File: src/rtl/video_regs_pkg.sv
// Register map, ctrl-bit positions and FSM encodings shared by the
// mode loader and its config-sync handshake.
package video_regs_pkg;

    localparam int unsigned REG_RES_X       = 0;
    localparam int unsigned REG_RES_Y       = 1;
    localparam int unsigned REG_HSYNC_START = 2;
    localparam int unsigned REG_HSYNC_END   = 3;
    localparam int unsigned REG_HTOTAL      = 4;
    localparam int unsigned REG_VSYNC_START = 5;
    localparam int unsigned REG_VSYNC_END   = 6;
    localparam int unsigned REG_VTOTAL      = 7;
    localparam int unsigned REG_CTRL        = 8;
    localparam int unsigned REG_PIXFMT      = 9;
    localparam int unsigned REG_CURSOR      = 10;

    localparam int unsigned CTRL_SYNC       = 0;
    localparam int unsigned CTRL_SYNC_ACK   = 1;
    localparam int unsigned CTRL_TREGS_ACK  = 2;

    localparam int unsigned NUM_TIMING_REGS = 11;

    localparam logic [5:0] CTRL_ADDR = 6'(REG_CTRL << 2);

    typedef enum logic [1:0] {
        LD_IDLE,
        LD_WRITE,
        LD_SYNC
    } load_state_t;

    typedef enum logic [2:0] {
        HS_IDLE,
        HS_SET,
        HS_WAIT_ACK,
        HS_CLR,
        HS_WAIT_NACK
    } hs_state_t;

    function automatic logic [31:0] ctrl_word(input logic tregs_ack, input logic sync);
        logic [31:0] w;
        w                 = '0;
        w[CTRL_TREGS_ACK] = tregs_ack;
        w[CTRL_SYNC]      = sync;
        return w;
    endfunction

endpackage

File: src/rtl/cfg_sync_handshake.sv
// Config-sync handshake on the ctrl register: set sync, wait for ack,
// clear sync, wait for ack to drop; each wait bounded by a timeout.
module cfg_sync_handshake
    import video_regs_pkg::*;
#(
    parameter int unsigned TO_W = 20
) (
    input  logic clk,
    input  logic reset,
    input  logic start,
    input  logic ack,
    output logic wr,
    output logic sync,
    output logic done,
    output logic err
);

    hs_state_t       state, state_next;
    logic [TO_W-1:0] timer;
    logic            timeout;

    assign timeout = (timer == '1);

    always_ff @(posedge clk) begin
        if (reset) begin
            state <= HS_IDLE;
        end else begin
            state <= state_next;
        end
    end

    // The write cycle counts as tick 0, so a timeout lands exactly 2**TO_W-1
    // cycles after SET (or CLR).
    always_ff @(posedge clk) begin
        if (reset) begin
            timer <= '0;
        end else begin
            case (state)
                HS_SET, HS_CLR:            timer <= TO_W'(1);
                HS_WAIT_ACK, HS_WAIT_NACK: timer <= timer + 1'b1;
                default:                   timer <= '0;
            endcase
        end
    end

    always_comb begin
        state_next = state;
        case (state)
            HS_IDLE:      if (start) state_next = HS_SET;
            HS_SET:       state_next = HS_WAIT_ACK;
            HS_WAIT_ACK: begin
                if (ack)          state_next = HS_CLR;
                else if (timeout) state_next = HS_IDLE;
            end
            HS_CLR:       state_next = HS_WAIT_NACK;
            HS_WAIT_NACK: if (!ack || timeout) state_next = HS_IDLE;
            default:      state_next = HS_IDLE;
        endcase
    end

    always_comb begin
        wr   = 1'b0;
        sync = 1'b0;
        done = 1'b0;
        err  = 1'b0;
        case (state)
            HS_SET: begin
                wr   = 1'b1;
                sync = 1'b1;
            end
            HS_WAIT_ACK: begin
                if (!ack && timeout) begin
                    wr  = 1'b1;
                    err = 1'b1;
                end
            end
            HS_CLR:       wr = 1'b1;
            HS_WAIT_NACK: begin
                done = !ack;
                err  = ack && timeout;
            end
            default: ;
        endcase
    end

endmodule

File: src/rtl/video_mode_loader.sv
// Writes a full mode descriptor to the video register port, then runs the
// config-sync handshake; arbitrates the port between MCU and sequencer.
module video_mode_loader
    import video_regs_pkg::*;
#(
    parameter int unsigned NUM_REGS = NUM_TIMING_REGS,
    parameter int unsigned TO_W     = 20
) (
    input  logic                  clk,
    input  logic                  reset,
    input  logic [31:0]           mcu_wdata,
    input  logic [5:0]            mcu_addr,
    input  logic                  mcu_wstrobe,
    output logic [31:0]           mcu_rdata,
    output logic                  mcu_busy,
    input  logic                  load_req,
    input  logic [32*NUM_REGS-1:0] mode_regs,
    output logic                  load_busy,
    output logic                  load_done,
    output logic                  load_err,
    output logic [31:0]           v_wdata,
    output logic [5:0]            v_addr,
    output logic                  v_wstrobe,
    input  logic [31:0]           v_rdata
);

    localparam logic [3:0] LAST_IDX = 4'(NUM_REGS - 1);

    load_state_t state, state_next;
    logic [3:0]  idx;
    logic [31:0] snap [NUM_REGS];
    logic        pending;
    logic        shadow;
    logic        hs_start, hs_wr, hs_sync, hs_done, hs_err;

    assign hs_start  = (state == LD_WRITE) && (idx == LAST_IDX);
    assign mcu_rdata = v_rdata;

    cfg_sync_handshake #(.TO_W(TO_W)) u_sync (
        .clk   (clk),
        .reset (reset),
        .start (hs_start),
        .ack   (v_rdata[CTRL_SYNC_ACK]),
        .wr    (hs_wr),
        .sync  (hs_sync),
        .done  (hs_done),
        .err   (hs_err)
    );

    always_ff @(posedge clk) begin
        if (reset) begin
            state   <= LD_IDLE;
            idx     <= '0;
            pending <= 1'b0;
            shadow  <= 1'b0;
            for (int unsigned i = 0; i < NUM_REGS; i++) snap[i] <= '0;
        end else begin
            state <= state_next;
            case (state)
                LD_IDLE: begin
                    if (mcu_wstrobe && mcu_addr[5:2] == 4'(REG_CTRL))
                        shadow <= mcu_wdata[CTRL_TREGS_ACK];
                    if (load_req || pending) begin
                        for (int unsigned i = 0; i < NUM_REGS; i++)
                            snap[i] <= mode_regs[32*i +: 32];
                        idx     <= '0;
                        pending <= 1'b0;
                    end
                end
                LD_WRITE: begin
                    idx <= idx + 1'b1;
                    if (load_req) pending <= 1'b1;
                end
                default: if (load_req) pending <= 1'b1;
            endcase
        end
    end

    always_comb begin
        state_next = state;
        case (state)
            LD_IDLE:  if (load_req || pending) state_next = LD_WRITE;
            LD_WRITE: if (idx == LAST_IDX) state_next = LD_SYNC;
            LD_SYNC:  if (hs_done || hs_err) state_next = LD_IDLE;
            default:  state_next = LD_IDLE;
        endcase
    end

    // Busy drops in the pulse cycle itself so a pending load starts right after.
    always_comb begin
        v_addr    = mcu_addr;
        v_wdata   = mcu_wdata;
        v_wstrobe = mcu_wstrobe;
        mcu_busy  = 1'b0;
        load_busy = 1'b0;
        load_done = 1'b0;
        load_err  = 1'b0;
        case (state)
            LD_WRITE: begin
                v_addr    = {idx, 2'b00};
                v_wdata   = snap[idx];
                v_wstrobe = (idx != 4'(REG_CTRL));
                mcu_busy  = 1'b1;
                load_busy = 1'b1;
            end
            LD_SYNC: begin
                v_addr    = CTRL_ADDR;
                v_wdata   = ctrl_word(shadow, hs_sync);
                v_wstrobe = hs_wr;
                mcu_busy  = 1'b1;
                load_busy = !(hs_done || hs_err);
                load_done = hs_done;
                load_err  = hs_err;
            end
            default: ;
        endcase
    end

endmodule
File: config.mk
export PLATFORM = sky130hd
export DESIGN_NAME = video_mode_loader
export DESIGN_NICKNAME = d
export VERILOG_FILES = /design/src/rtl/video_regs_pkg.sv /design/src/rtl/cfg_sync_handshake.sv /design/src/rtl/video_mode_loader.sv
export SDC_FILE = /design/constraint.sdc
export NUM_CORES = 1
export LEC_CHECK = 0
export CAP_MARGIN = 15
export CORE_ASPECT_RATIO = 2
export CORE_MARGIN = 2
export CORE_UTILIZATION = 49
export CTS_CLUSTER_SIZE = 12
export DETAILED_ROUTE_END_ITERATION = 7
export PLACE_DENSITY = 0.88
export RECOVER_POWER = 50
export SETUP_SLACK_MARGIN = 0.2
export SLEW_MARGIN = 20
export SYNTH_ARGS = -nofsm -noshare
export SYNTH_HDL_FRONTEND = slang
export SYNTH_SLANG_ARGS = --single-unit
File: constraint.sdc
create_clock -name clk -period 13.7 [get_ports clk]
set_input_delay 2.74 -clock clk [delete_from_list [all_inputs] [get_ports clk]]
set_output_delay 2.74 -clock clk [all_outputs]
set_load 0.01 [all_outputs]
==> impl_metrics.csv <==
group,metric,value,unit
critical_path,worstPathMaxFanout,193,
pwr,leakage,8.25,nW
run_status,outcome,"finished, violations left",
detailed_routing,first_pass_iters,5,
logic_synthesis,async_flop_share,0,%
clocking,cts_buffers,38,
critical_path,critPathKind,"in -> reg",
timing,tightest_slew,4.58,ns
die,start_util,49.6,%
layout,final_nets,2108,
die,rows,99,
die,die_x,140,µm
grt,grt_overflow_total,0,
place,place_area,0.0225,mm²
timing,finalHoldViolCount,0,
grt,grt_usage,24.8,%
detailed_routing,drt-total-wl,49300,µm
grt,grt_pass1_vias,12704,
die,fp.dieArea,0.0384,mm²
clocking,cts_tree,"done",
critical_path,path_cells,"buf_2 > clkbuf_1 > nand2b_1 > clkbuf_2",
timing,hold_slack,0.516,ns
die,core_area,0.0363,mm²
logic_synthesis,synthFlopType,"edfxtp_1",
pwr,p_per_area,152,mW/mm²
logic_synthesis,synth_sequential_area_ratio,62.6,%
grt,grt_max_degree,194,
timing,finalSetupViolCount,0,
run,max_cap_viol_count,6,
run_status,violations,"max-capacitance violations, max-slew violations",
clocking,cts_buffer_depth,3,
critical_path,cpPeakStageDelay,3.38,ns
logic_synthesis,synth_top_area_cell,"edfxtp_1",
layout,final_cell_area,0.0235,mm²
detailed_routing,wl_per_cell,22.8,µm
layout,syn_to_final_growth,30.7,%
logic_synthesis,ys_ff_latch,387,
place,place_hpwl,35900,µm
logic_synthesis,synth_nets,1737,
logic_synthesis,synth_top_area_share,58.7,%
critical_path,cp_slowest_cell,"clkbuf_2",
logic_synthesis,synth.avg_cell_area,13.8,µm²
die,die_h,275,µm
timing,slew-limit-headroom,-205,%
timing,setup_tns,0,ns
place,place.gp.congestion,0.902,
clocking,cts.clk_slew.worst_paths,0.07,ns
timing,min_period_over_period,71.2,%
logic_synthesis,yosysWarnings,0,
critical_path,crit_arrival,9.76,ns
layout,drive_above_1_share,7.53,%
logic_synthesis,synthTopCellsByArea,"edfxtp_1 59%, and2_1 11%, mux4_2 8.0%",
critical_path,end_kind,"register",
timing,fmax,0.103,GHz
die,ios,501,
grt,antenna_found_initial,21,
critical_path,worstPathRequired,13.70,ns
detailed_routing,drtIter0Drc,740,
timing,fin_crit,9.75,ns
clocking,insertion_delay,0.52,ns
logic_synthesis,ys_types,52,
clocking,cts_setup_buffers,0,
detailed_routing,vias_per_cell,5.53,
grt,grt_first_pass_wirelength,71500,µm
pwr,peakVddDrop,0.117,mV
hold_path,min-delay-path-class,"reg -> reg",
clocking,cts_root_buf,"clkbuf_16",
detailed_routing,routed-via-count,11947,
detailed_routing,drc,0,
timing,rsz0062_at_grt,"false",
clocking,htreeDepth,2,
clocking,cts_resized,0,
clocking,cts_hold_buf,0,
logic_synthesis,syn-cell-area,0.0180,mm²
critical_path,start_kind,"primary input",
timing,skew,0.0211,ns
logic_synthesis,synth_edf_count,352,
clocking,cts.sinks,387,
timing,drv_slew,496,
pwr,total_power,3.57,mW
detailed_routing,ant_nets,0,
place,port_buffers,438,
logic_synthesis,syn_inst,1304,
-- cell usage after synthesis, drive strengths merged, types with 6 or more instances --
| library cell | count |
|---|---|
| nand4 | 6 |
| nor2 | 52 |
| nand3b | 6 |
| mux2i | 65 |
| nor2b | 36 |
| clkbuf | 65 |
| and3 | 6 |
| edfxtp | 352 |
| and2 | 321 |
| nand3 | 15 |
| nand2 | 47 |
| a221o | 8 |
| or3 | 7 |
| o221ai | 22 |
| inv | 13 |
| o21ai | 27 |
| ha | 7 |
| dfxtp | 35 |
| a21oi | 39 |
| buf | 56 |
| xor2 | 7 |
| nand2b | 7 |
| mux4 | 64 |
-- registers in the layout, summed over array words and instances, names as in the netlist, named ones only --
| signal | flops |
|---|---|
| snap | 352 |
| idx | 4 |
| pending | 1 |
| state | 2 |
| u_sync.state | 3 |
| shadow | 1 |
| u_sync.timer | 20 |
-- power by group --
| group | switching [mW] | leakage (nW) | internal (mW) |
|---|---|---|---|
| clock network | 0.409 | 0.501 | 0.512 |
| registers | 0.0934 | 4.10 | 1.65 |
| logic | 0.465 | 3.65 | 0.443 |
-- worst paths after layout --
check | start | endpoint | slack (ns) | depth (start not counted)
max reg2reg | state[1] | snap[6][12] | 7.38 | 5
min | shadow | shadow | 0.52 | 2
max | reset | snap[6][12] | 3.95 | 4
min reg2reg | shadow | shadow | 0.52 | 2
-- area by class of cell --
class	instances	area, µm²
repair buffers	452	4470
well taps	454	568
clock inverters	3	17.5
multi-input cells	783	6090
clock buffers	48	1010
flip-flops and latches	387	11300
inverters	13	48.8
fillers	2610	12800
diodes	22	55.1
-- through the flow --
stage	utilization, %	instances	worst slack, ns
finish	64.8	2162	3.95
global route	64.8	2162	3.44
CTS	64.8	2138	5.75
detailed placement	61.9	2087	5.76
global placement	61.9	2087	5.76
floorplan	-	1304	1.25
-- cells by family (layout without fill, tap and decap cells) --
kind of cell / Yosys count / after routing / synth area share, %
compound gates: 112 / 112 / 4.12
xor+xnor: 12 / 12 / 0.584
fa+ha+maj: 7 / 7 / 0.487
buf+inv: 134 / 516 / 3.56
flops: 387 / 387 / 62.6
mux: 129 / 129 / 11.6
other cells: 0 / 22 / 0
simple gates: 523 / 523 / 17.0
-- cell usage in the layout, fill, tap and decap left out, types with 2 or more instances in the layout --
master / netlist / routed
a21oi_1: 39 / 39
nand3b_1: 6 / 6
clkbuf_16: 0 / 39
and4_1: 4 / 4
edfxtp_1: 352 / 352
a221o_1: 8 / 8
o2111ai_1: 2 / 2
nor3b_1: 2 / 2
nor2_1: 52 / 52
or4_1: 2 / 2
and3_1: 6 / 6
buf_4: 32 / 9
or3_1: 7 / 7
and2_0: 0 / 128
diode_2: 0 / 22
xnor2_1: 5 / 5
nand4_1: 5 / 5
ha_1: 7 / 7
o221ai_1: 22 / 22
dfxtp_4: 0 / 2
dfxtp_1: 35 / 32
mux4_2: 64 / 64
nand3_1: 14 / 14
nand2b_1: 7 / 7
clkbuf_1: 64 / 13
clkdlybuf4s50_1: 0 / 437
a211o_1: 2 / 2
xor2_1: 7 / 7
nand2_1: 47 / 47
and2_1: 321 / 193
nor3_1: 4 / 4
o21ai_0: 27 / 27
or3b_2: 3 / 3
inv_1: 13 / 13
mux2i_1: 65 / 65
nor2b_1: 36 / 36
a211oi_1: 2 / 2
-- routing by layer --
| layer | vias up | wire length, µm | GRT usage, % |
|---|---|---|---|
| met4 | 2 | 3410 | 17.2 |
| met5 | - | 10 | 0 |
| met3 | 188 | 2900 | 4.32 |
| met1 | 5777 | 16200 | 25.7 |
| li1 | 5459 | - | - |
| met2 | 521 | 26800 | 45.4 |
-- worst max-delay path, delay by kind of cell --
family,cells,cell delay [ns]
buf+inv,3,5.28
simple gates,1,1.54
(Power assumes the default switching activity.)
